`config.mk`:
```
export PLATFORM = sky130hd
export DESIGN_NAME = path_replayer
export DESIGN_NICKNAME = d
export VERILOG_FILES = /design/src/rtl/maze_pkg.sv /design/src/rtl/step_decoder.sv /design/src/rtl/path_replayer.sv
export SDC_FILE = /design/constraint.sdc
export NUM_CORES = 1
export LEC_CHECK = 0
export CORE_MARGIN = 4
export CORE_UTILIZATION = 53
export CTS_CLUSTER_DIAMETER = 40
export DETAILED_ROUTE_END_ITERATION = 6
export GPL_TIMING_DRIVEN = 0
export PLACE_DENSITY = 0.77
export SLEW_MARGIN = 20
export SYNTH_ARGS = -nofsm -noshare
export SYNTH_HDL_FRONTEND = slang
export SYNTH_HIERARCHICAL = 1
export SYNTH_SLANG_ARGS = --single-unit
```
`constraint.sdc`:
```
create_clock -name clk -period 3.5 [get_ports clk]
set_clock_uncertainty 0.05 [all_clocks]
set_input_delay 0.525 -clock clk [delete_from_list [all_inputs] [get_ports clk]]
set_output_delay 0.525 -clock clk [all_outputs]
set_load 0.005 [all_outputs]
```
`src/rtl/maze_pkg.sv`:
```
// Shared maze definitions: location geometry, move direction codes and the
// replay FSM state encoding used by the path replayer.
package maze_pkg;

  localparam int LOC_W = 8;
  localparam int CNT_W = 8;

  localparam logic [1:0] DIR_UP    = 2'b00;
  localparam logic [1:0] DIR_RIGHT = 2'b01;
  localparam logic [1:0] DIR_DOWN  = 2'b10;
  localparam logic [1:0] DIR_LEFT  = 2'b11;

  typedef enum logic [2:0] {
    ST_IDLE,
    ST_FETCH,
    ST_CAPT,
    ST_EMIT,
    ST_DONE,
    ST_ERR
  } replay_state_e;

  function automatic logic [3:0] loc_x(input logic [LOC_W-1:0] loc);
    return loc[7:4];
  endfunction

  function automatic logic [3:0] loc_y(input logic [LOC_W-1:0] loc);
    return loc[3:0];
  endfunction

endpackage

```
`src/rtl/step_decoder.sv`:
```
// Turns a pair of consecutive path cells into a move direction and flags
// whether the pair is a legal single orthogonal step (no edge wrap).
module step_decoder
  import maze_pkg::*;
(
  input  logic [LOC_W-1:0] prev_i,
  input  logic [LOC_W-1:0] cur_i,
  output logic [1:0]       dir_o,
  output logic             legal_o
);

  logic signed [4:0] dx;
  logic signed [4:0] dy;

  // NOTE: every output gets a default before the branches so no latch is inferred.
  always_comb begin
    dx      = $signed({1'b0, loc_x(cur_i)}) - $signed({1'b0, loc_x(prev_i)});
    dy      = $signed({1'b0, loc_y(cur_i)}) - $signed({1'b0, loc_y(prev_i)});
    dir_o   = DIR_UP;
    legal_o = 1'b0;
    if (dy == 5'sd0) begin
      if (dx == 5'sd1) begin
        dir_o   = DIR_RIGHT;
        legal_o = 1'b1;
      end else if (dx == -5'sd1) begin
        dir_o   = DIR_LEFT;
        legal_o = 1'b1;
      end
    end else if (dx == 5'sd0) begin
      if (dy == 5'sd1) begin
        dir_o   = DIR_DOWN;
        legal_o = 1'b1;
      end else if (dy == -5'sd1) begin
        dir_o   = DIR_UP;
        legal_o = 1'b1;
      end
    end
  end

endmodule

```
`src/rtl/path_replayer.sv`:
```
// Replays a solved maze path from the location stack, emitting one move per
// adjacent cell pair over valid/ready, counting steps and flagging bad pairs.
module path_replayer #(
  parameter int LOC_W = maze_pkg::LOC_W,
  parameter int CNT_W = maze_pkg::CNT_W
) (
  input  logic             clk,
  input  logic             rst,
  input  logic             start_i,
  input  logic             empty_i,
  input  logic [LOC_W-1:0] loc_i,
  output logic             pop_o,
  output logic             run_o,
  output logic [1:0]       dir_o,
  output logic             dir_valid_o,
  input  logic             dir_ready_i,
  output logic [CNT_W-1:0] step_cnt_o,
  output logic             busy_o,
  output logic             finish_o,
  output logic             err_o
);

  maze_pkg::replay_state_e state_q, state_d;
  logic [LOC_W-1:0] prev_q, prev_d;
  logic [LOC_W-1:0] cur_q, cur_d;
  logic [1:0]       dir_q, dir_d;
  logic [CNT_W-1:0] cnt_q, cnt_d;
  logic             first_q, first_d;

  logic [1:0] dec_dir;
  logic       dec_legal;

  step_decoder u_step_decoder (
    .prev_i  (prev_q),
    .cur_i   (loc_i),
    .dir_o   (dec_dir),
    .legal_o (dec_legal)
  );

  always_comb begin
    state_d = state_q;
    prev_d  = prev_q;
    cur_d   = cur_q;
    dir_d   = dir_q;
    cnt_d   = cnt_q;
    first_d = first_q;
    case (state_q)
      maze_pkg::ST_IDLE, maze_pkg::ST_DONE, maze_pkg::ST_ERR: begin
        if (start_i) begin
          state_d = maze_pkg::ST_FETCH;
          cnt_d   = '0;
          first_d = 1'b1;
        end
      end
      maze_pkg::ST_FETCH: begin
        state_d = empty_i ? maze_pkg::ST_DONE : maze_pkg::ST_CAPT;
      end
      maze_pkg::ST_CAPT: begin
        cur_d = loc_i;
        if (first_q) begin
          // The start cell only seeds prev; it produces no move.
          prev_d  = loc_i;
          first_d = 1'b0;
          state_d = maze_pkg::ST_FETCH;
        end else if (dec_legal) begin
          dir_d   = dec_dir;
          state_d = maze_pkg::ST_EMIT;
        end else begin
          state_d = maze_pkg::ST_ERR;
        end
      end
      maze_pkg::ST_EMIT: begin
        if (dir_ready_i) begin
          cnt_d   = (cnt_q == {CNT_W{1'b1}}) ? cnt_q : cnt_q + 1'b1;
          prev_d  = cur_q;
          state_d = maze_pkg::ST_FETCH;
        end
      end
      default: state_d = maze_pkg::ST_IDLE;
    endcase
  end

  // NOTE: sequential state uses non-blocking assignments only, so every flop samples pre-edge values.
  always_ff @(posedge clk) begin
    if (rst) begin
      state_q <= maze_pkg::ST_IDLE;
      prev_q  <= '0;
      cur_q   <= '0;
      dir_q   <= maze_pkg::DIR_UP;
      cnt_q   <= '0;
      first_q <= 1'b0;
    end else begin
      state_q <= state_d;
      prev_q  <= prev_d;
      cur_q   <= cur_d;
      dir_q   <= dir_d;
      cnt_q   <= cnt_d;
      first_q <= first_d;
    end
  end

  // Pop looks at empty_i in the same cycle so an empty stack is never popped.
  assign pop_o       = (state_q == maze_pkg::ST_FETCH) && !empty_i;
  assign busy_o      = (state_q == maze_pkg::ST_FETCH) || (state_q == maze_pkg::ST_CAPT) ||
                       (state_q == maze_pkg::ST_EMIT);
  assign run_o       = busy_o;
  assign dir_valid_o = (state_q == maze_pkg::ST_EMIT);
  assign dir_o       = dir_q;
  assign step_cnt_o  = cnt_q;
  assign finish_o    = (state_q == maze_pkg::ST_DONE);
  assign err_o       = (state_q == maze_pkg::ST_ERR);

endmodule

```
==> results.md <==
* Total Die Area at 0.00445 mm2
* Clock transition at the registers of the reported paths at 100 ps
* H-tree depth at 2
* Fin crit share at 0.872
* Setup CP Type: in -> reg
* Worst Setup Start Kind: input port
* Dpl ws at 90.1 ps
* Grt total ovfl at 0
* Num CTS Buffers at 5
* Relative slew margins at 0.660
* Seq/Total Area, Yosys at 0.329
* Final setup viols at 0
* Synth top area cells: dfxtp_1 33%, ha_1 6.2%, nand2_1 5.6%
* Final hold viol count at 0
* Max Clock Freq at 328 MHz
* Ports at 29
* CP max stage cell: clkdlybuf4s50_1
* Vias in the first global route at 1487
* PnR worst setup slack at 449 ps
* Initial antenna violation count at 0
* Pin count of the biggest net entering global routing at 11
* Initial DRC count at 71
* Post-synthesis cell type count at 57
* Yosys reg bits at 30
* # resized after CTS at 0
* Die height at 66.7 um
* Syn Inst Count at 215
* Number of buffers added on ports at 27
* Post-Route WL at 3.83 mm
* Hold WC Path Type: reg -> reg
* TritonRoute pass-1 iters at 4
* Most used DFF post-synth: dfxtp_1
* Min-delay src: dir_o[0]$_SDFFE_PP0P_
* Syn. warnings at 6
* Clock Latency Late Sink at 340 ps
* Post-synthesis mux area share at 0.0610
* Avg WL per Cell at 12.9 um
* Post-DR vias/cell at 5.26
* Reg2reg setup slack at 810 ps
* Clock buffer depth at 2
* Critical path peak fanout at 4
* Main combinational cell family by area after synthesis: simple AND/OR/NAND/NOR gates
* Post-synthesis adder-cell area fraction at 0.0836
* Chip Width at 66.7 um
* Vias at 1557
* Syn nets at 239
* Reg2reg start: prev_q[4]$_SDFFE_PP0P_
* Max layer used: met4
* Post-synth top area share at 0.329
* Global-route wire length before repair at 6.59 mm
* Nets at 273
* Layout cells sized above 1 at 0.108
* Hold depth at 2
* Worst Path Buf+Inv at 3
* Worst EP arrival at 3210 ps
* DR DRC count at 0
* WL met2 at 1.75 mm
* Area of the multi-input gates at 0.00110 mm2
* Power per cell area at 335 mW/mm2
* Initial Util at 0.547
* Largest area contributor in the netlist: dfxtp_1
* Area of the core at 0.00334 mm2
* Slew Limit Fails at 0
* Synthesis-to-layout area growth at 22.1%
* Max VDD drop at 0.234 mV
* Routed Antenna Nets at 0
* Leak at 0.848 nW
* Setup TNS at 0 ps
* RSZ-0062 raised after global routing: false
* CP endpoint kind: flip-flop
* FFs w/ async S/R, synth at 0
* GRT Total Usage at 0.193
* Synth Area in Simple Gates at 0.264
* Number of cell rows at 21
* Min Tclk post-route at 3050 ps
* Reg2reg end: dir_o[0]$_SDFFE_PP0P_
* Max incr delay on CP at 450 ps
* Clock root buffer: clkbuf_4
* M1 WL at 1.90 mm
* Synthesized area at 0.00183 mm2
* Critical Path RT at 3660 ps
* RD Place Congestion at 0.822
* CTS tree: done
* Worst path top cell family by delay: compound AO/OA/AOI/OAI gates
* FF/Latch Area at 601 um2
* Worst Hold Path EP: dir_o[0]$_SDFFE_PP0P_
* Antenna Cells at 0
* Top post-synthesis cells by count: 30 x dfxtp_1, 27 x nand2_1, 26 x nor2_1
* Hold Buf Count CTS at 0
* Max-cap check violation count at 0
* Met3 wire len at 110 um
* Most frequent cell after synthesis: dfxtp_1
* Synth Area in Compound Gates at 0.181
* XOR/XNOR Fraction of Synth Area at 0.0144
* HPWL Detailed at 2.86 mm
* Status: completed
* Worst Tran Pin Value at 510 ps
* R2R depth at 11
* Mean area per synthesized cell at 8.49 um2
* EDFF count, synth at 0
* Post-CTS Setup Repair Bufs at 0
* Fill count at 292
* CTS sink cnt at 30
* Fin Hold WS at 408 ps
* CP Cell Sequence: clkdlybuf4s50_1 -> inv_1 -> ha_1 -> inv_1 -> fa_1 -> xnor2_1 -> a2111o_1 -> mux2_2 -> o22ai_2 -> nor2b_1 -> nand2_1 -> nand2_1 -> a21oi_1
cell families (layout without fill, tap and decap cells):
logic type / after synthesis / count (layout)
muxes: 11 / 11
AOI/OAI and AO/OA: 40 / 40
xor gates and xnor gates: 3 / 3
buffers and inverters: 25 / 60
DFF: 30 / 30
adders and majority gates: 11 / 11
and+or+nand+nor: 95 / 95
cell usage in the layout, fill, tap and decap left out, types with 3 or more instances in the layout:
cell,Yosys,layout
nor2_1,26,26
clkdlybuf4s50_1,0,27
nor2b_1,6,6
clkbuf_1,3,5
a211o_1,3,3
a21oi_1,7,7
a21o_1,3,3
mux2i_1,10,10
nor3_1,9,9
clkbuf_4,0,5
a311oi_1,8,8
buf_4,3,3
nand2_1,27,27
dfxtp_1,30,30
nand3_1,6,6
inv_1,13,13
ha_1,9,9
worst reg2reg max path: cells and delay by family (launching register included):
family	cells	cell delay [ps]
AOI/OAI and AO/OA	3	650
muxes	1	300
adders and majority gates	2	550
and+or+nand+nor	3	460
xor gates and xnor gates	1	170
DFF	1	340
buffers and inverters	1	50
sequential cells by signal, indices dropped and copies added (netlist names):
signal	flops
cur_q	8
prev_q	8
step_cnt_o	8
state_q	3
dir_o	2
first_q	1
power breakdown:
group	internal, mW	switching (mW)
clock	0.151	0.125
combinational	0.0579	0.0596
sequential	0.348	0.00477
layer usage:
layer | vias up | global-route usage
met5 | - | 0
li1 | 825 | -
met4 | 0 | 0.0838
met2 | 25 | 0.290
met1 | 699 | 0.269
met3 | 8 | 0.0354
final cells by class:
cell class | instances | share of cell area
multi-input combinational | 160 | 0.495
sequential | 30 | 0.270
timing repair buffer | 27 | 0.121
buffer | 10 | 0.0298
tap | 46 | 0.0258
inverter | 15 | 0.0253
clock buffer | 7 | 0.0202
clock inverter | 1 | 0.0135
metrics by stage:
step                total power, mW  area (um2)  instances  utilization
CTS                           0.754        2230        296        0.668
detailed placement            0.478        2150        288        0.645
global placement              0.477        2150        288        0.645
floorplan                     0.437        1830        215            -
global route                  0.782        2230        296        0.668
finish                        0.747        2230        296        0.668
worst max-delay path by stage:
stage	cells past startpoint	slack, ps	from	endpoint
6_report	13	450	loc_i[4]	dir_o[0]$_SDFFE_PP0P_
5_1_grt	13	290	loc_i[4]	dir_o[0]$_SDFFE_PP0P_
4_1_cts	13	460	loc_i[4]	dir_o[0]$_SDFFE_PP0P_
3_5_place_dp	13	90	loc_i[4]	dir_o[0]$_SDFFE_PP0P_
3_3_place_gp	13	120	loc_i[4]	dir_o[1]$_SDFFE_PP0P_
2_1_floorplan	12	770	loc_i[4]	dir_o[0]$_SDFFE_PP0P_
No activity file was read; power rests on OpenSTA's default activity.
